===== src/rtl/lsu_pkg.sv =====
// Shared constants for the load/store unit: funct3 width codes, FSM encoding,
// default timeout, and request legality helpers.
package lsu_pkg;

  localparam logic [2:0] F3_B  = 3'b000;
  localparam logic [2:0] F3_H  = 3'b001;
  localparam logic [2:0] F3_W  = 3'b010;
  localparam logic [2:0] F3_BU = 3'b100;
  localparam logic [2:0] F3_HU = 3'b101;

  // funct3[1:0] carries the access size, funct3[2] selects zero-extension.
  localparam logic [1:0] SZ_B = 2'b00;
  localparam logic [1:0] SZ_H = 2'b01;
  localparam logic [1:0] SZ_W = 2'b10;

  localparam int unsigned DEFAULT_TIMEOUT_CYCLES = 255;

  typedef enum logic [1:0] {
    ST_IDLE   = 2'd0,
    ST_ACCESS = 2'd1,
    ST_RESP   = 2'd2
  } lsu_state_e;

  function automatic logic f3_illegal(input logic [2:0] f3, input logic is_store);
    return (f3 == 3'b011) || (f3 == 3'b110) || (f3 == 3'b111) || (is_store && f3[2]);
  endfunction

  function automatic logic f3_misaligned(input logic [2:0] f3, input logic [1:0] lo);
    return ((f3[1:0] == SZ_H) && lo[0]) || ((f3[1:0] == SZ_W) && (lo != 2'b00));
  endfunction

endpackage


===== src/rtl/lsu_lane_align.sv =====
// Combinational lane formatting: store byte enables and lane replication,
// load lane extraction with sign or zero extension.
module lsu_lane_align
  import lsu_pkg::*;
(
  input  logic [2:0]  i_funct3,
  input  logic [1:0]  i_addr_lo,
  input  logic [31:0] i_wdata,
  input  logic [31:0] i_rdata,
  output logic [3:0]  o_mask,
  output logic [31:0] o_wdata,
  output logic [31:0] o_rdata
);

  logic [7:0]  byte_sel;
  logic [15:0] half_sel;
  logic        sext;

  always_comb begin
    byte_sel = i_rdata[7:0];
    case (i_addr_lo)
      2'd0:    byte_sel = i_rdata[7:0];
      2'd1:    byte_sel = i_rdata[15:8];
      2'd2:    byte_sel = i_rdata[23:16];
      default: byte_sel = i_rdata[31:24];
    endcase
    half_sel = i_addr_lo[1] ? i_rdata[31:16] : i_rdata[15:0];
    sext     = ~i_funct3[2];
  end

  always_comb begin
    o_mask  = 4'b1111;
    o_wdata = i_wdata;
    o_rdata = i_rdata;
    case (i_funct3[1:0])
      SZ_B: begin
        o_mask  = 4'b0001 << i_addr_lo;
        o_wdata = {4{i_wdata[7:0]}};
        o_rdata = {{24{sext & byte_sel[7]}}, byte_sel};
      end
      SZ_H: begin
        // Halfword lane comes from addr[1] only; addr[0] is dropped here.
        o_mask  = i_addr_lo[1] ? 4'b1100 : 4'b0011;
        o_wdata = {2{i_wdata[15:0]}};
        o_rdata = {{16{sext & half_sel[15]}}, half_sel};
      end
      default: begin
        o_mask  = 4'b1111;
        o_wdata = i_wdata;
        o_rdata = i_rdata;
      end
    endcase
  end

endmodule


===== src/rtl/load_store_unit.sv =====
// RISC-V style load/store unit: IDLE -> ACCESS -> RESP with access timeout.
// Optional LSU_MISALIGN_TRAP_EN faults misaligned H/W accesses instead of issuing them.
module load_store_unit
  import lsu_pkg::*;
#(
  parameter int unsigned TIMEOUT_CYCLES = DEFAULT_TIMEOUT_CYCLES
) (
  input  logic        i_clk,
  input  logic        i_rst,
  input  logic        i_valid,
  output logic        o_ready,
  input  logic        i_load,
  input  logic        i_store,
  input  logic [2:0]  i_funct3,
  input  logic [31:0] i_addr,
  input  logic [31:0] i_wdata,
  output logic        o_mem_req,
  output logic        o_mem_we,
  output logic [31:0] o_mem_addr,
  output logic [31:0] o_mem_wdata,
  output logic [3:0]  o_mem_mask,
  input  logic        i_mem_ack,
  input  logic [31:0] i_mem_rdata,
  output logic        o_done,
  output logic [31:0] o_rdata,
  output logic        o_fault,
  output logic [1:0]  o_dbg_state
);

  // Handshake: a request transfers on a rising edge where i_valid && o_ready and
  // at least one of i_load/i_store is set; the memory side transfers on the edge
  // where o_mem_req && i_mem_ack, with request fields held stable until then.

  localparam int CNT_W = (TIMEOUT_CYCLES > 1) ? $clog2(TIMEOUT_CYCLES) : 1;

  lsu_state_e  state_q, state_d;
  logic [31:0] addr_q, addr_d;
  logic [31:0] wdata_q, wdata_d;
  logic [2:0]  funct3_q, funct3_d;
  logic        store_q, store_d;
  logic        fault_q, fault_d;
  logic [31:0] rdata_q, rdata_d;
  logic [CNT_W-1:0] cnt_q, cnt_d;

  logic        req_misalign;
  logic        req_bad;
  logic        timeout_hit;
  logic [3:0]  lane_mask;
  logic [31:0] lane_wdata;
  logic [31:0] lane_rdata;

`ifdef LSU_MISALIGN_TRAP_EN
  assign req_misalign = f3_misaligned(i_funct3, i_addr[1:0]);
`else
  assign req_misalign = 1'b0;
`endif

  assign req_bad     = f3_illegal(i_funct3, i_store) || req_misalign;
  assign timeout_hit = (TIMEOUT_CYCLES != 0) && (cnt_q == CNT_W'(TIMEOUT_CYCLES - 1));

  lsu_lane_align u_lane_align (
    .i_funct3  (funct3_q),
    .i_addr_lo (addr_q[1:0]),
    .i_wdata   (wdata_q),
    .i_rdata   (i_mem_rdata),
    .o_mask    (lane_mask),
    .o_wdata   (lane_wdata),
    .o_rdata   (lane_rdata)
  );

  always_comb begin
    state_d  = state_q;
    addr_d   = addr_q;
    wdata_d  = wdata_q;
    funct3_d = funct3_q;
    store_d  = store_q;
    fault_d  = fault_q;
    rdata_d  = rdata_q;
    cnt_d    = '0;
    case (state_q)
      ST_IDLE: begin
        if (i_valid && (i_load || i_store)) begin
          addr_d   = i_addr;
          wdata_d  = i_wdata;
          funct3_d = i_funct3;
          store_d  = i_store;
          fault_d  = req_bad;
          state_d  = req_bad ? ST_RESP : ST_ACCESS;
        end
      end
      ST_ACCESS: begin
        // Ack is checked first so an ack on the timeout cycle completes cleanly.
        if (i_mem_ack) begin
          state_d = ST_RESP;
          fault_d = 1'b0;
          if (!store_q) rdata_d = lane_rdata;
        end else if (timeout_hit) begin
          state_d = ST_RESP;
          fault_d = 1'b1;
        end else begin
          cnt_d = cnt_q + CNT_W'(1);
        end
      end
      ST_RESP: state_d = ST_IDLE;
      default: state_d = ST_IDLE;
    endcase
  end

  always_ff @(posedge i_clk) begin
    if (i_rst) begin
      state_q  <= ST_IDLE;
      addr_q   <= '0;
      wdata_q  <= '0;
      funct3_q <= '0;
      store_q  <= 1'b0;
      fault_q  <= 1'b0;
      rdata_q  <= '0;
      cnt_q    <= '0;
    end else begin
      state_q  <= state_d;
      addr_q   <= addr_d;
      wdata_q  <= wdata_d;
      funct3_q <= funct3_d;
      store_q  <= store_d;
      fault_q  <= fault_d;
      rdata_q  <= rdata_d;
      cnt_q    <= cnt_d;
    end
  end

  assign o_ready     = (state_q == ST_IDLE);
  assign o_mem_req   = (state_q == ST_ACCESS);
  assign o_mem_we    = (state_q == ST_ACCESS) && store_q;
  assign o_mem_addr  = {addr_q[31:2], 2'b00};
  assign o_mem_wdata = lane_wdata;
  assign o_mem_mask  = lane_mask;
  assign o_done      = (state_q == ST_RESP);
  assign o_fault     = (state_q == ST_RESP) && fault_q;
  assign o_rdata     = rdata_q;
  assign o_dbg_state = state_q;

endmodule


===== config.mk =====
export PLATFORM = sky130hd
export DESIGN_NAME = load_store_unit
export DESIGN_NICKNAME = d
export VERILOG_FILES = /design/src/rtl/lsu_pkg.sv /design/src/rtl/lsu_lane_align.sv /design/src/rtl/load_store_unit.sv
export SDC_FILE = /design/constraint.sdc
export NUM_CORES = 1
export LEC_CHECK = 0
export ABC_AREA = 1
export BUFFER_PORTS_ARGS = -buffer_cell sky130_fd_sc_hd__buf_4
export CAP_MARGIN = 20
export CORE_MARGIN = 2
export CORE_UTILIZATION = 49
export CTS_CLUSTER_SIZE = 12
export DETAILED_ROUTE_END_ITERATION = 10
export PLACE_DENSITY_LB_ADDON = 0.25
export SKIP_LAST_GASP = 1
export SLEW_MARGIN = 20
export SYNTH_ARGS = -nofsm -noshare
export SYNTH_HDL_FRONTEND = slang
export SYNTH_SLANG_ARGS = --single-unit
export TNS_END_PERCENT = 100

===== constraint.sdc =====
create_clock -name i_clk -period 1.8 [get_ports i_clk]
set_input_delay 0.54 -clock i_clk [delete_from_list [all_inputs] [get_ports i_clk]]
set_output_delay 0.54 -clock i_clk [all_outputs]
set_load 0.02 [all_outputs]

==> impl_metrics.ini, run 1 <==
[sta]
period_needed_ns = 2.00
period_share_pct = 111
finalHoldViolations = 0
slew-limit-headroom_pct = 56.9
finalClockSkew_ns = 0.0106
hold_ws_ns = 0.403
worst_pin_slew_ns = 0.645
rsz0062_at_grt = yes
fmax_mhz = 500
setup_viol = 21
slew_violations = 0
layout_setup_ws_ns = -0.202

[global_routing]
first_global_vias = 4781
antenna_found_initial = 0
grt_overflow = 0
grt_max_degree = 69
grt_first_pass_wirelength_um = 22800
grt_use_total_pct = 24.8

[floorplan]
die_height_um = 108
fp.coreArea_mm2 = 0.0104
num_rows = 37
num_io_pins = 212
initial_core_util_pct = 50.8
die_area_mm2 = 0.0116
die_w_um = 108

[clock_network]
clock_latency_ns = 0.38
cts_root_buf = clkbuf_8
clock_sinks = 111
cts_max_level = 3
path_clk_slew_ns = 0.11
cts_buffer_depth = 2
cts_tree = yes
numCtsBuffers = 9

[critical_path]
crit_path_start_kind = register
crit_arrival_ns = 1.46
cp_max_fo = 6
endpoint_kind = primary output
crit_required_ns = 1.26
worstReg2RegEnd = o_rdata[22]
ff2ff_setup_slack_ns = 0.19
reg2reg_depth = 8
r2r_start = funct3_q[1]
worstSetupPathType = register to primary output

[worst_hold_path]
hold_start = i_addr[10]
min_path_cells = 3
min_to = addr_q[10]
min_path_type = input port to register

[synth]
ys_warn_count = 0
ys_seq_area_share_pct = 42.0
syn-instance-count = 767
synthesis.area_mm2 = 0.00529
yosysUniqueCellTypes = 36
ys_seq_elements = 111
synth_area_per_cell_um2 = 6.90

[placement]
io_buffers = 209
place_ws_ns = -0.00297
placed_area_mm2 = 0.00674
routabilityCongestion = 0.860
hpwl_um = 10800

[routing]
ant_nets = 0
drtPass1Iterations = 5
drt-initial-drc-count = 377
viasPerCell = 5.01
route.detailed.wl_per_inst_um = 14.0
drc = 0
drt-total-wl_um = 15000
dr_total_vias = 5383

[status]
status = finished with violations
violations = setup timing

[finish]
final_cell_mix = buf_4 (217), nand2_1 (170), dfxtp_1 (106), nor2_1 (90), inv_1 (74)
areaGrowthSynthToFinish_pct = 36.0
diodes = 0
mostFrequentLayoutCell = buf_4
nets = 1041
design_area_mm2 = 0.00719
n_fill_cell = 936
layout-drive-gt1-share_pct = 31.9

[power]
power_frac_seq_pct = 45.1
p_sw_share_pct = 34.5
power.switching_mw = 2.10
internal_power_mw = 3.99
ir_worst_vdd_v = 0.000505
combPwrFrac_pct = 30.2
leakagePower_nw = 3.48
p_clk_share_pct = 24.7
power_density_mw_per_mm2 = 846

[flow_run]
maxCapViolCount = 0
## Yosys cell counts, drive strengths merged
cell type	n	area [um^2]
nand2	189	724
dfxtp	111	2220
nor2	94	373
inv	83	314
o21ai	77	385
a21oi	73	365
buf	55	398
nand3	25	148
clkbuf	24	90.1
nand4	8	50.1
o221ai	8	70.1
nor3	4	20.0
ha	2	25.0
xnor2	2	17.5
xor2	2	17.5
a21boi	1	7.51
a21o	1	7.51
a22oi	1	7.51
a31oi	1	6.26
conb	1	3.75
nand3b	1	7.51
nor3b	1	7.51
o211ai	1	7.51
o21bai	1	7.51
or2	1	6.26
## final cells by class
| type | count | area [um^2] | area share [%] |
|---|---|---|---|
| Multi-Input combinational cell | 495 | 2390 | 33.2 |
| Sequential cell | 111 | 2240 | 31.1 |
| Timing Repair Buffer | 234 | 1880 | 26.2 |
| Inverter | 83 | 317 | 4.40 |
| Tap cell | 136 | 170 | 2.37 |
| Clock buffer | 10 | 138 | 1.91 |
| Clock inverter | 6 | 58.8 | 0.818 |
## worst max path at each step
| stage | start | endpoint | slack, ns | cells after the start |
|---|---|---|---|---|
| 6_report | funct3_q[1] | o_mem_wdata[30] | -0.20 | 5 |
| 5_1_grt | funct3_q[1] | o_mem_mask[0] | -0.26 | 6 |
| 4_1_cts | funct3_q[0] | o_mem_mask[0] | -0.22 | 6 |
| 3_5_place_dp | i_store | wdata_q[16] | -0.003 | 6 |
| 3_3_place_gp | i_store | store_q | -0.02 | 6 |
| 2_1_floorplan | funct3_q[1] | o_mem_wdata[24] | 0.07 | 4 |
## stage by stage
step | power, mW | std cells | setup TNS [ns] | util, %
6_report | 6.09 | 1075 | -3.36 | 69.0
5_1_grt | 6.39 | 1075 | -5.00 | 69.0
4_1_cts | 6.02 | 1071 | -2.96 | 67.7
3_5_place_dp | 4.46 | 1052 | -0.00571 | 64.7
3_3_place_gp | 4.45 | 1052 | -0.0167 | 64.7
2_1_floorplan | 3.81 | 768 | 0 | -
## logic make-up after synthesis
kind of cell               count (synthesis)  synth area share [%]
buffers and inverters                    162                  15.2
DFF                                      111                  42.0
AOI/OAI and AO/OA                        164                  16.3
adders and majority gates                  2                 0.473
other                                      1                0.0709
xor gates and xnor gates                   4                 0.663
and+or+nand+nor                          323                  25.3
## what timing repair did
item | CTS | global route
pin swaps | 1 | 4
gates cloned | 1 | 1
setup buffers | 2 | 4
setup endpoints to repair | 29 | 30
hold buffers | 0 | 0
gates resized for setup | 32 | 40
## registers in the layout, indices dropped and copies added, names as in the netlist
register     flops
addr_q          32
o_rdata         32
wdata_q         32
cnt_q            8
funct3_q         3
o_dbg_state      2
fault_q          1
store_q          1
## per-layer routing
metal / track usage [%] / share of wire [%] / vias up / wire, um
met5: 0 / 0 / - / 0
met4: 9.80 / 1.9 / 0 / 288
met3: 4.72 / 7.1 / 22 / 1070
met2: 41.4 / 48 / 210 / 7230
met1: 31.4 / 43 / 2423 / 6410
li1: - / - / 2728 / -
## power by group through the flow
stage          registers, mW  logic [mW]  clock network [mW]
2_1_floorplan           2.82       0.990                   0
3_3_place_gp            2.79        1.66                   0
3_5_place_dp            2.79        1.67                   0
4_1_cts                 2.74        1.75                1.54
5_1_grt                 2.77        1.99                1.64
6_report                2.74        1.84                1.50
## worst max-delay path: stages (launching register included)
cell	delay, ns
dfxtp_4	0.39
nor2_4	0.21
clkbuf_16	0.20
nand2_2	0.06
o221ai_1	0.07
buf_4	0.17
No activity file was read; power rests on OpenSTA's default activity.
==> inputs of run 2 (changes only) <==
Settings changed: REMOVE_ABC_BUFFERS from default to 1.
==> run 2 against run 1 <==
Net effect:
- the flow still finishes with violations (setup timing)
- clock power grew 5%
- sequential power hardly changed
- total power is 2.8% higher
- utilization increased by 2.1 points
- combinational power is 5% higher
- clock-buffer cell count unchanged
- worst setup slack improved by 0.044 ns
- maximum frequency up 2.3%
- flip-flop and latch count did not move
- sequential share of layout area is 0.96 points lower
- clock skew rose by 0.0050 ns
- via count is essentially flat
- critical path type unchanged
- largest cell class unchanged
==> impl_metrics.ini, run 2 (same netlist as run 1, synthesis figures left out) <==
[status]
status = finished with violations
violations = setup timing

[clock_network]
cts_root_buf = clkbuf_8
postCtsHoldBufs = 0
clock_sinks = 111
cts_buffer_depth = 2
numCtsBuffers = 9
cts_tree = yes
cts_max_level = 3
clock_latency_ns = 0.37
path_clk_slew_ns = 0.12

[critical_path]
crit_top_cell = nand2_2
crit_required_ns = 1.26
endpoint_kind = primary output
crit_arrival_ns = 1.42
cp_max_fo = 3
crit_path_start_kind = register
cp_slowest_stage_delay_ns = 0.39
cp_slowest_cell = dfxtp_4
worstSetupPathType = register to primary output
crit_chain = nor2_4, buf_6, nand2_2, nand2_2, inv_2, nand2_2, buf_6

[global_routing]
grt.met3_usage_pct = 7.38
grt_max_degree = 45
met2_usage_pct = 42.0
busiest_layer = met2
first_global_vias = 4973
grt_first_pass_wirelength_um = 22800
grt_use_total_pct = 24.5
grt_overflow = 0
met1_usage_pct = 30.2
antenna_found_initial = 0

[sta]
slew_violations = 0
period_needed_ns = 1.96
rsz0062_at_grt = yes
setup_viol = 27
finalClockSkew_ns = 0.0156
finalHoldViolations = 0
period_share_pct = 109
layout_setup_ws_ns = -0.157
setup_tns_ns = -2.72
fmax_mhz = 511

[floorplan]
die_area_mm2 = 0.0116
die_w_um = 108
fp.coreArea_mm2 = 0.0104
initial_core_util_pct = 50.8
die_height_um = 108
num_rows = 37
num_io_pins = 212

[routing]
drtPass1Iterations = 6
dr_total_vias = 5381
drt-initial-drc-count = 322
route.detailed.wl_per_inst_um = 13.6
drt-total-wl_um = 14800
ant_nets = 0
drc = 0
viasPerCell = 4.95

[power]
power_mw = 6.25
leakagePower_nw = 3.59
power_density_mw_per_mm2 = 844
ir_worst_vdd_v = 0.000603

[finish]
nets = 1054
instances_no_fill = 1088
layout-drive-gt1-share_pct = 33.3
mostFrequentLayoutCell = buf_4
areaGrowthSynthToFinish_pct = 40.1
final_cell_mix = buf_4 (217), nand2_1 (167), dfxtp_1 (108), nor2_1 (90), inv_1 (74)
diodes = 0

[flow_run]
maxCapViolCount = 0

[placement]
dpl.cell_count = 1058
hpwl_um = 10600
io_buffers = 209
routabilityCongestion = 0.867

[worst_hold_path]
min_path_type = input port to register
[run 2: cell types whose count changed in the layout (fill, tap and decap cells not counted), moves of 3 or more]
| cell | previous run | this run |
|---|---|---|
| o221ai_2 | 6 | 3 |
| o21ai_2 | 4 | 10 |
| nand2_1 | 170 | 167 |
| buf_6 | 10 | 21 |
| o21ai_1 | 33 | 26 |
[run 2: path summary, 6_finish.rpt]
check	from	to	slack [ns]	cells after the start
setup / recovery	funct3_q[0]	o_mem_mask[2]	-0.16	7
setup reg to reg	funct3_q[0]	o_rdata[17]	0.14	9
hold / removal	i_addr[9]	addr_q[9]	0.41	3
hold reg to reg	wdata_q[31]	wdata_q[31]	0.47	2
[run 2: what timing repair did]
action / CTS / global route
setup buffers: 4 / 8
resized for setup: 64 / 27
pin swaps: 3 / 8
endpoints found under the setup margin: 28 / 30
cloned: 1 / 2
[run 2: routing by layer]
layer	vias up	wire, um
met5	-	0
met4	0	182
met3	17	1300
met2	199	7310
met1	2416	6000
li1	2749	-
[run 2: power by group]
group | switching (mW) | internal (mW) | leakage (nW) | total, mW
clock network | 0.900 | 0.671 | 0.0998 | 1.57
registers | 0.108 | 2.63 | 0.910 | 2.74
logic | 1.09 | 0.852 | 2.58 | 1.94
total | 2.10 | 4.16 | 3.59 | 6.25
[run 2: stage by stage]
stage,util [%],worst slack [ns],hold slack [ns],instance area [um^2]
after floorplan,-,-0.910,0.430,4800
after global placement,65.2,0.106,0.442,6790
after detailed placement,65.2,0.0685,0.445,6790
after CTS,69.6,-0.138,0.399,7250
after global routing,71.2,-0.226,0.391,7410
final,71.2,-0.157,0.408,7410
[run 2: worst max-delay path, delay by kind of cell (launching register included)]
kind	cells	cell delay, ns
buf+inv	3	0.29
simple gates	4	0.36
flops	1	0.39
[run 2: cell type report]
| class | instances | area [um^2] |
|---|---|---|
| fill | 907 | 3000 |
| tap | 136 | 170 |
| clock inverter | 6 | 75.1 |
| timing repair buffer | 247 | 2050 |
| multi-input combinational | 495 | 2440 |
| inverter | 83 | 317 |
| sequential | 111 | 2230 |
| clock buffer | 10 | 128 |
